<file path="config.mk">
export PLATFORM = sky130hd
export DESIGN_NAME = debouncer_mc
export DESIGN_NICKNAME = d
export VERILOG_FILES = /design/src/rtl/debouncer_pkg.sv /design/src/rtl/debounce_channel.sv /design/src/rtl/debouncer_mc.sv
export SDC_FILE = /design/constraint.sdc
export NUM_CORES = 1
export LEC_CHECK = 0
export CAP_MARGIN = 5
export CORE_MARGIN = 2
export CORE_UTILIZATION = 40
export DETAILED_ROUTE_END_ITERATION = 6
export PLACE_DENSITY = 0.62
export SLEW_MARGIN = 10
export SYNTH_ARGS = -nofsm -noshare
export SYNTH_HDL_FRONTEND = slang
export SYNTH_SLANG_ARGS = --single-unit
export TNS_END_PERCENT = 50
</file>
<file path="constraint.sdc">
create_clock -name clk -period 2.5 [get_ports clk]
set_clock_uncertainty 0.05 [all_clocks]
set_input_delay 0.375 -clock clk [delete_from_list [all_inputs] [get_ports clk]]
set_output_delay 0.375 -clock clk [all_outputs]
set_load 0.02 [all_outputs]
</file>
<file path="src/rtl/debouncer_pkg.sv">
`default_nettype none
// ============================================================================
//  Module      : debouncer_pkg
//  Description : Shared types, constants and helper functions for the
//                multi-channel debouncer (debouncer_mc / debounce_channel).
//  Revision    : 1.0 - initial release
// ============================================================================
package debouncer_pkg;

   // Per-channel qualify FSM states, 2-bit encoding
   typedef enum logic [1:0] {
      ST_RELEASED     = 2'd0,
      ST_PRESS_QUAL   = 2'd1,
      ST_PRESSED      = 2'd2,
      ST_RELEASE_QUAL = 2'd3
   } state_e;

   // Prescaler produces one tick per millisecond
   localparam int unsigned TICK_RATE_HZ = 1000;

   // Bits needed to hold values 0..value-1; never returns less than 1
   function automatic int unsigned clog2(input int unsigned value);
      int unsigned result;
      longint unsigned span;
      result = 0;
      span   = 1;
      while (span < longint'(value)) begin
         span   = span << 1;
         result = result + 1;
      end
      return (result == 0) ? 1 : result;
   endfunction

   // Terminal count of the millisecond prescaler
   function automatic int unsigned presc_terminal(input int unsigned clk_hz);
      return (clk_hz / TICK_RATE_HZ) - 1;
   endfunction

   // Legality of the top-level parameters
   function automatic bit top_params_ok(input int unsigned ch_num,
                                        input int unsigned clk_hz);
      return (ch_num >= 1) && (ch_num <= 32) && (clk_hz >= TICK_RATE_HZ);
   endfunction

   // Legality of the per-channel timing parameters
   function automatic bit channel_params_ok(input int unsigned debounce_ms,
                                            input int unsigned long_press_ms,
                                            input int unsigned repeat_ms,
                                            input int unsigned sync_stages);
      return (debounce_ms >= 1) && (long_press_ms > debounce_ms) &&
             (repeat_ms >= 1) && (sync_stages >= 2) && (sync_stages <= 10);
   endfunction

endpackage : debouncer_pkg
`default_nettype wire

</file>
<file path="src/rtl/debounce_channel.sv">
`default_nettype none
// ============================================================================
//  Module      : debounce_channel
//  Description : One debouncer channel: input synchronizer, press/release
//                qualify FSM, hold counter with long-press detection and
//                optional auto-repeat (enabled by DEBOUNCER_AUTOREPEAT_EN).
//  Revision    : 1.0 - initial release
// ============================================================================
module debounce_channel
   import debouncer_pkg::*;
#(
   parameter int unsigned DEBOUNCE_MS   = 20,
   parameter int unsigned LONG_PRESS_MS = 1000,
   parameter int unsigned REPEAT_MS     = 200,
   parameter logic        IDLE_STATE    = 1'b1,
   parameter int unsigned SYNC_STAGES   = 3
) (
   input  logic clk,
   input  logic rst,
   input  logic tick,
   input  logic noisy_in,
   output logic filtered_out,
   output logic press_pulse,
   output logic release_pulse,
   output logic long_pulse,
   output logic repeat_pulse
);

   localparam int unsigned QW = clog2(DEBOUNCE_MS + 1);
   localparam int unsigned HW = clog2(LONG_PRESS_MS + 1);
   localparam logic [QW-1:0] QCNT_LAST = QW'(DEBOUNCE_MS - 1);
   localparam logic [HW-1:0] HOLD_LAST = HW'(LONG_PRESS_MS - 1);

   if (!channel_params_ok(DEBOUNCE_MS, LONG_PRESS_MS, REPEAT_MS, SYNC_STAGES)) begin : g_param_check
      $error("debounce_channel: illegal timing or synchronizer parameters");
   end

   logic [SYNC_STAGES-1:0] sync_q, sync_d;
   state_e                 state_q, state_d;
   logic [QW-1:0]          qcnt_q, qcnt_d;
   logic [HW-1:0]          hold_q, hold_d;
   logic                   long_q, long_d;
   logic                   filtered_q, filtered_d;
   logic                   press_q, press_d;
   logic                   release_q, release_d;
   logic                   long_pulse_q, long_pulse_d;
   logic                   s_active;

   // Synchronizer shift and activity decode of the last stage
   always_comb begin
      sync_d   = {sync_q[SYNC_STAGES-2:0], noisy_in};
      s_active = (sync_q[SYNC_STAGES-1] != IDLE_STATE);
   end

   // Qualify FSM: next state, counters and registered pulse outputs
   always_comb begin
      state_d      = state_q;
      qcnt_d       = qcnt_q;
      hold_d       = hold_q;
      long_d       = long_q;
      filtered_d   = filtered_q;
      press_d      = 1'b0;
      release_d    = 1'b0;
      long_pulse_d = 1'b0;
      case (state_q)
         ST_RELEASED: begin
            if (s_active) begin
               state_d = ST_PRESS_QUAL;
               qcnt_d  = '0;
            end
         end
         ST_PRESS_QUAL: begin
            // A return to idle always wins over a coincident tick
            if (!s_active) begin
               state_d = ST_RELEASED;
            end else if (tick) begin
               if (qcnt_q == QCNT_LAST) begin
                  state_d    = ST_PRESSED;
                  filtered_d = ~IDLE_STATE;
                  press_d    = 1'b1;
                  hold_d     = '0;
                  long_d     = 1'b0;
               end else begin
                  qcnt_d = qcnt_q + 1'b1;
               end
            end
         end
         ST_PRESSED: begin
            if (tick) begin
               if (hold_q != '1) begin
                  hold_d = hold_q + 1'b1;
               end
               if ((hold_q == HOLD_LAST) && !long_q) begin
                  long_pulse_d = 1'b1;
                  long_d       = 1'b1;
               end
            end
            if (!s_active) begin
               state_d = ST_RELEASE_QUAL;
               qcnt_d  = '0;
            end
         end
         ST_RELEASE_QUAL: begin
            // Hold counter is frozen here; a bounce back keeps hold and long
            if (s_active) begin
               state_d = ST_PRESSED;
            end else if (tick) begin
               if (qcnt_q == QCNT_LAST) begin
                  state_d    = ST_RELEASED;
                  filtered_d = IDLE_STATE;
                  release_d  = 1'b1;
               end else begin
                  qcnt_d = qcnt_q + 1'b1;
               end
            end
         end
         default: begin
            state_d = ST_RELEASED;
         end
      endcase
   end

   // State, counter, synchronizer and output registers
   always_ff @(posedge clk) begin
      if (rst) begin
         sync_q       <= {SYNC_STAGES{IDLE_STATE}};
         state_q      <= ST_RELEASED;
         qcnt_q       <= '0;
         hold_q       <= '0;
         long_q       <= 1'b0;
         filtered_q   <= IDLE_STATE;
         press_q      <= 1'b0;
         release_q    <= 1'b0;
         long_pulse_q <= 1'b0;
      end else begin
         sync_q       <= sync_d;
         state_q      <= state_d;
         qcnt_q       <= qcnt_d;
         hold_q       <= hold_d;
         long_q       <= long_d;
         filtered_q   <= filtered_d;
         press_q      <= press_d;
         release_q    <= release_d;
         long_pulse_q <= long_pulse_d;
      end
   end

   assign filtered_out  = filtered_q;
   assign press_pulse   = press_q;
   assign release_pulse = release_q;
   assign long_pulse    = long_pulse_q;

`ifdef DEBOUNCER_AUTOREPEAT_EN
   localparam int unsigned RW = clog2(REPEAT_MS + 1);
   localparam logic [RW-1:0] RCNT_LAST = RW'(REPEAT_MS - 1);

   logic [RW-1:0] rcnt_q, rcnt_d;
   logic          repeat_q, repeat_d;

   // Auto-repeat: counts ticks while held past the long-press point
   always_comb begin
      rcnt_d   = rcnt_q;
      repeat_d = 1'b0;
      if (state_q == ST_PRESSED) begin
         if (tick && long_q) begin
            if (rcnt_q == RCNT_LAST) begin
               repeat_d = 1'b1;
               rcnt_d   = '0;
            end else begin
               rcnt_d = rcnt_q + 1'b1;
            end
         end
         if (!s_active) begin
            rcnt_d = '0;
         end
      end else begin
         rcnt_d = '0;
      end
   end

   // Auto-repeat registers
   always_ff @(posedge clk) begin
      if (rst) begin
         rcnt_q   <= '0;
         repeat_q <= 1'b0;
      end else begin
         rcnt_q   <= rcnt_d;
         repeat_q <= repeat_d;
      end
   end

   assign repeat_pulse = repeat_q;
`else
   assign repeat_pulse = 1'b0;
`endif

endmodule : debounce_channel
`default_nettype wire

</file>
<file path="src/rtl/debouncer_mc.sv">
`default_nettype none
// ============================================================================
//  Module      : debouncer_mc
//  Description : Multi-channel switch debouncer. Holds the shared 1 ms tick
//                prescaler and CH_NUM independent debounce_channel instances.
//                Optional auto-repeat: define DEBOUNCER_AUTOREPEAT_EN.
//  Revision    : 1.0 - initial release
// ============================================================================
module debouncer_mc
   import debouncer_pkg::*;
#(
   parameter int unsigned CH_NUM        = 4,
   parameter int unsigned CLK_HZ        = 27000000,
   parameter int unsigned DEBOUNCE_MS   = 20,
   parameter int unsigned LONG_PRESS_MS = 1000,
   parameter int unsigned REPEAT_MS     = 200,
   parameter logic        IDLE_STATE    = 1'b1,
   parameter int unsigned SYNC_STAGES   = 3
) (
   input  logic              clk,
   input  logic              rst,
   input  logic [CH_NUM-1:0] noisy_in,
   output logic [CH_NUM-1:0] filtered_out,
   output logic [CH_NUM-1:0] press_pulse,
   output logic [CH_NUM-1:0] release_pulse,
   output logic [CH_NUM-1:0] long_pulse,
   output logic [CH_NUM-1:0] repeat_pulse
);

   localparam int unsigned   PRESC_LAST   = presc_terminal(CLK_HZ);
   localparam int unsigned   PW           = clog2(PRESC_LAST + 1);
   localparam logic [PW-1:0] PRESC_LAST_V = PW'(PRESC_LAST);

   if (!top_params_ok(CH_NUM, CLK_HZ)) begin : g_param_check
      $error("debouncer_mc: illegal CH_NUM or CLK_HZ");
   end

   logic [PW-1:0] presc_q, presc_d;
   logic          tick;

   // Millisecond prescaler: tick is high during the terminal count cycle
   always_comb begin
      tick    = (presc_q == PRESC_LAST_V);
      presc_d = tick ? '0 : presc_q + 1'b1;
   end

   // Prescaler register
   always_ff @(posedge clk) begin
      if (rst) begin
         presc_q <= '0;
      end else begin
         presc_q <= presc_d;
      end
   end

   for (genvar g = 0; g < CH_NUM; g++) begin : g_ch
      debounce_channel #(
         .DEBOUNCE_MS   (DEBOUNCE_MS),
         .LONG_PRESS_MS (LONG_PRESS_MS),
         .REPEAT_MS     (REPEAT_MS),
         .IDLE_STATE    (IDLE_STATE),
         .SYNC_STAGES   (SYNC_STAGES)
      ) u_ch (
         .clk           (clk),
         .rst           (rst),
         .tick          (tick),
         .noisy_in      (noisy_in[g]),
         .filtered_out  (filtered_out[g]),
         .press_pulse   (press_pulse[g]),
         .release_pulse (release_pulse[g]),
         .long_pulse    (long_pulse[g]),
         .repeat_pulse  (repeat_pulse[g])
      );
   end

endmodule : debouncer_mc
`default_nettype wire
</file>
# Word level (Yosys, flattened, before mapping)
# Cells that the tools add are included.
# word_totals
regBits	115
inputBits	6
output_inout_bits	20
wordCells	341
# op_classes
n_addsub	9
n_eq_ne	85
mux	140
bitwise_logic	17
reduce_logical	53
# ops
operator	n
two-way mux 10 bit	20
two-way mux 5 bit	24
one-hot mux 10 bit (2 select lines)	4
one-hot mux 5 bit (4 select lines)	4
AND reduction 6 bit	12
two-way mux 2 bit	32
inequality test 2 x 1 -> 1 bit (second input constant)	27
two-way mux 1 bit	44
adder 10 x 1 -> 10 bit (second input constant)	4
equality test 10 bit (second input constant)	4
inequality test 10 bit (second input constant)	4
OR reduction 3 bit	12
inequality test 2 bit (second input constant)	17
one-hot mux 2 bit (4 select lines)	4
AND reduction 7 bit	4
inequality test 3 bit (second input constant)	7
adder 5 x 1 -> 5 bit (second input constant)	4
equality test 5 bit (second input constant)	4
inverter 1 bit	17
equality test 2 bit (second input constant)	8
one-hot mux 1 bit (2 select lines)	8
AND reduction 4 bit	4
nonzero test 2 bit	8
adder 15 x 1 -> 15 bit (second input constant)	1
8 further kinds	27

# Logic depth before layout (Yosys ltp)
# depth
ltp_word	5
mapped_depth	8
depth_no_buf	6

# By module
# Synthesis repeated with hierarchy kept, for this count alone.
# hier_totals
cells_unflattened	648
hier_area_um2	5746.8
# by_module_without_submodules
module	n_inst	cells_per_inst	area_per_inst_um2	seq_area_each_um2
debounce_channel at g_ch[1].u_ch ...	3	145	1271.2	500.5
debounce_channel at g_ch[0].u_ch	1	136	1218.7	500.5
debouncer_mc	1	77	714.4	300.3

# Worst setup path after synthesis
# OpenSTA, ideal clock, no wires.
# synth_path
path_kind	reg2reg
start	register presc_q[10]
end	register g_ch[3].u_ch.hold_q[9]
setup_ns	0.070
arrival_time_ns	2.260
t_required_ns	2.380
slack_ns	0.119
stages_incl_launch_ff	6
n_path_buf	0
synth_period_minus_slack_ns	2.381
path_cell_list	dfxtp_1 or4b_4 or4_4 or2_1 or4_1 a21oi_1
# synth_between
elab_chain_cells	3
word_cells_on_any_way	4
cone_classes	3 x eq/ne; 1 x reduce/logical
# synth_rtl
element	line	source
start: declaration	debouncer_mc.sv:38	logic [PW-1:0] presc_q, presc_d;
start signal: assignment	debouncer_mc.sv:52	presc_q <= presc_d;
equality test 15 bit (*)	debouncer_mc.sv:43	tick = (presc_q == PRESC_LAST_V);
inequality test 2 bit (no source line)	n/a	
AND reduction 6 bit (no source line) (*)	n/a	
end signal: assignment	debounce_channel.sv:139	hold_q <= hold_d;
end: declaration	debounce_channel.sv:41	logic [HW-1:0] hold_q, hold_d;
# Mark *: on every way between the ends. The rest lies on a longest branch, timed or not.
# A chain may end at the register's enable or synchronous reset.

# Final worst setup path
# layout_path
start	register presc_q[10]
end	register g_ch[1].u_ch.qcnt_q[3]
# layout_between
elab_chain_cells	4
word_cells_on_any_way	5
cone_classes	1 x eq/ne; 4 x mux
# layout_rtl
element	line	source
equality test 15 bit (*)	debouncer_mc.sv:43	
two-way mux 5 bit (*)	n/a	
two-way mux 5 bit, on equally long branches	n/a	
one-hot mux 5 bit (4 select lines) (*)	n/a	
end signal: assignment	debounce_channel.sv:138	qcnt_q <= qcnt_d;
end: declaration	debounce_channel.sv:40	logic [QW-1:0] qcnt_q, qcnt_d;
# Mark *: on every way between the ends. The rest lies on a longest branch, timed or not. The select of a mux whose other input is x is not followed.

==> impl_metrics.json <==
{
  "io_pins": 26,
  "place_hpwl_um": 8670,
  "cts_setup_buffers": 0,
  "critical_path.n_buffers_inverters": 1,
  "numCtsBuffers": 17,
  "timing.rr.end": "g_ch[1].u_ch.qcnt_q[3]",
  "final_cell_mix": "dfxtp_1 (115), nor2_1 (64), nand2_1 (53)",
  "status": "finished, final reports clean",
  "vias": 5003,
  "clkPwrFrac": 0.552,
  "drv_slew": 0,
  "finalWorstSetupSlack_ps": 129,
  "cp-endpoint": "g_ch[1].u_ch.qcnt_q[3]",
  "p_leak_nw": 2.23,
  "max_slew_margin": 0.458,
  "h-tree-depth": 4,
  "grt_overflow": 0,
  "setup.worst_path.start": "presc_q[10]",
  "clk_latency_ps": 410,
  "worst_slew_pin_slew_ps": 811,
  "hold_viol_final": 0,
  "crit_chain": "or4b_4 -> buf_4 -> nor4_4 -> nand4_1 -> or4b_2 -> a31oi_1",
  "slowest_stage": "or4b_2",
  "antenna_left": 0,
  "rows": 43,
  "drc": 0,
  "antennaDiodeCount": 0,
  "cp_top_family": "simple AND/OR/NAND/NOR gates",
  "cts_root_buf": "clkbuf_16",
  "core_area_um2": 13700,
  "r2r_cells": 6,
  "fin_crit_ps": 2370,
  "synthArstFlopShare": 0,
  "ys.flop_type": "dfxtp_1",
  "synthesis.area_um2": 5540,
  "arrival_ps": 2660,
  "cp-start-kind": "flip-flop",
  "p_seq_frac": 0.424,
  "yosysWarnings": 0,
  "drt_wl_total_um": 12900,
  "p_per_area_nw_per_um2": 673,
  "start_util": 0.404,
  "mostFrequentLayoutCell": "dfxtp_1",
  "num-fill-cells": 1322,
  "pre_cts_ws_ps": -14.3,
  "final_layout_size_suffix_gt1_frac": 0.114,
  "first_pass_iters": 5,
  "cpPeakStageDelay_ps": 620,
  "post_drt_wl_per_cell_um": 14.7,
  "drt_iter0_drc": 450,
  "regArea_um2": 2300,
  "grt_util_all_layers": 0.181,
  "clk_pin_slew_ps": 50,
  "critPathKind": "flip-flop to flip-flop",
  "p_int_mw": 3.49,
  "grt_pass1_vias": 4548,
  "setup_viol": 0,
  "cp_max_fo": 2,
  "drv_cap": 0,
  "p_comb_frac": 0.024,
  "grt_pass1_wl_um": 21500,
  "syn_inst": 675,
  "finalNetCount": 702,
  "synthDistinctLibCells": 57,
  "path_depth": 6,
  "critPathRequiredTime_ps": 2780,
  "multi_input_area_um2": 2960,
  "fp.dieW_um": 122,
  "grt_max_degree": 37,
  "fmax_mhz": 422,
  "area_delta_synth_final_pct": 18.0,
  "die_area_um2": 14800,
  "power_switching_mw": 0.908,
  "hold_class": "primary input to flip-flop",
  "synth_edf_count": 0,
  "switching_share": 0.206,
  "place_congestion": 0.792,
  "cts.sinks": 115,
  "worst_setup_path_end_kind": "flip-flop",
  "final.period_utilization": 0.948,
  "die_height_um": 122,
  "synth-seq-cells": 115,
  "clk_path_buf_depth": 2,
  "reg2reg_slack_ps": 130,
  "cts_tree": "yes",
  "fin_util": 0.477,
  "ys_seq_area_frac": 0.416,
  "reg2reg_from": "presc_q[10]",
  "avgSynthCellArea_um2": 8.21,
  "io_buffers": 21,
  "peakVddDrop_mv": 0.569,
  "viasPerCell": 5.69,
  "antenna_found_initial": 0
}
## worst min path at each step
stage	cells past startpoint	endpoint	start
3_3_place_gp	1	g_ch[2].u_ch.sync_q[2]	g_ch[2].u_ch.sync_q[1]
4_1_cts	2	g_ch[2].u_ch.hold_q[9]	rst
5_1_grt	2	g_ch[2].u_ch.hold_q[9]	rst
6_report	2	g_ch[2].u_ch.hold_q[9]	rst
3_5_place_dp	1	g_ch[1].u_ch.sync_q[2]	g_ch[1].u_ch.sync_q[1]
2_1_floorplan	1	g_ch[0].u_ch.sync_q[1]	g_ch[0].u_ch.sync_q[0]
## layout make-up
cell class / instances / share of cell area
Tap cell: 180 / 0.0344
Timing Repair Buffer: 47 / 0.0656
Multi-Input combinational cell: 497 / 0.452
Clock inverter: 11 / 0.0207
Clock buffer: 20 / 0.0699
Inverter: 9 / 0.00517
Sequential cell: 115 / 0.352
## cell usage after synthesis, types with 5 or more instances
cell,instances,area share
nand4b_1,5,0.0079
or3_1,6,0.0068
xor2_1,13,0.021
clkbuf_1,32,0.022
or4_1,6,0.0081
o21ai_0,48,0.043
nor3_1,28,0.025
nand4_1,15,0.017
a21oi_1,47,0.042
a31oi_1,11,0.012
nor4bb_1,5,0.0090
a211oi_1,13,0.018
inv_1,9,0.0061
or2_2,14,0.016
o211ai_1,7,0.0095
nor4_1,7,0.0079
and3_1,9,0.010
xnor2_1,11,0.017
buf_4,20,0.027
ha_1,9,0.020
nor2_1,64,0.043
nand3_1,36,0.033
nand2_1,53,0.036
o31ai_1,9,0.012
dfxtp_1,115,0.42
and2_1,12,0.014
and4_1,8,0.013
nand2b_1,8,0.0090
## metal layers
layer | routed length, um | GRT usage
met5 | 0 | 0
met4 | 223 | 0.0697
met3 | 710 | 0.0571
met2 | 5910 | 0.278
met1 | 6060 | 0.237
## stage by stage
step	area, um^2	hold WS (ps)	cells	power (mW)	TNS [ps]
2_1_floorplan	5550	339	678	1.98	0
3_3_place_gp	5920	342	848	2.01	0
3_5_place_dp	5920	346	848	2.01	-22.8
4_1_cts	6520	242	879	4.45	0
5_1_grt	6540	263	879	4.55	-4.24
6_report	6540	252	879	4.40	0
## timing repair
action	in CTS	in global routing
setup endpoints to repair	3	15
gates resized for setup	1	4
hold buffers	0	0
pin swaps	0	1
## sequential cells by signal, indices dropped and copies added (netlist names), named ones only
name                     flops
g_ch.u_ch.qcnt_q            20
g_ch.u_ch.long_q             4
g_ch.u_ch.release_pulse      4
g_ch.u_ch.hold_q            40
g_ch.u_ch.state_q            4
g_ch.u_ch.filtered_out       4
g_ch.u_ch.sync_q            12
presc_q                     15
g_ch.u_ch.long_pulse         4
g_ch.u_ch.press_pulse        4
## kinds of logic after synthesis
kind of cell / share of synthesized area
AND/OR/NAND/NOR: 0.285
AO/OA/AOI/OAI: 0.182
flip-flops: 0.416
buffers and inverters: 0.0589
XOR/XNOR: 0.0379
adder cells (fa/ha/maj): 0.0203
other: 0.000677
## power groups by stage
stage / clock [mW] / sequential, mW / combinational [mW]
CTS: 2.48 / 1.87 / 0.104
finish: 2.43 / 1.87 / 0.104
floorplan: 0 / 1.90 / 0.0798
global route: 2.57 / 1.87 / 0.113
global placement: 0 / 1.91 / 0.101
detailed placement: 0 / 1.91 / 0.104
Note: power is estimated with default switching activity, not from simulation.
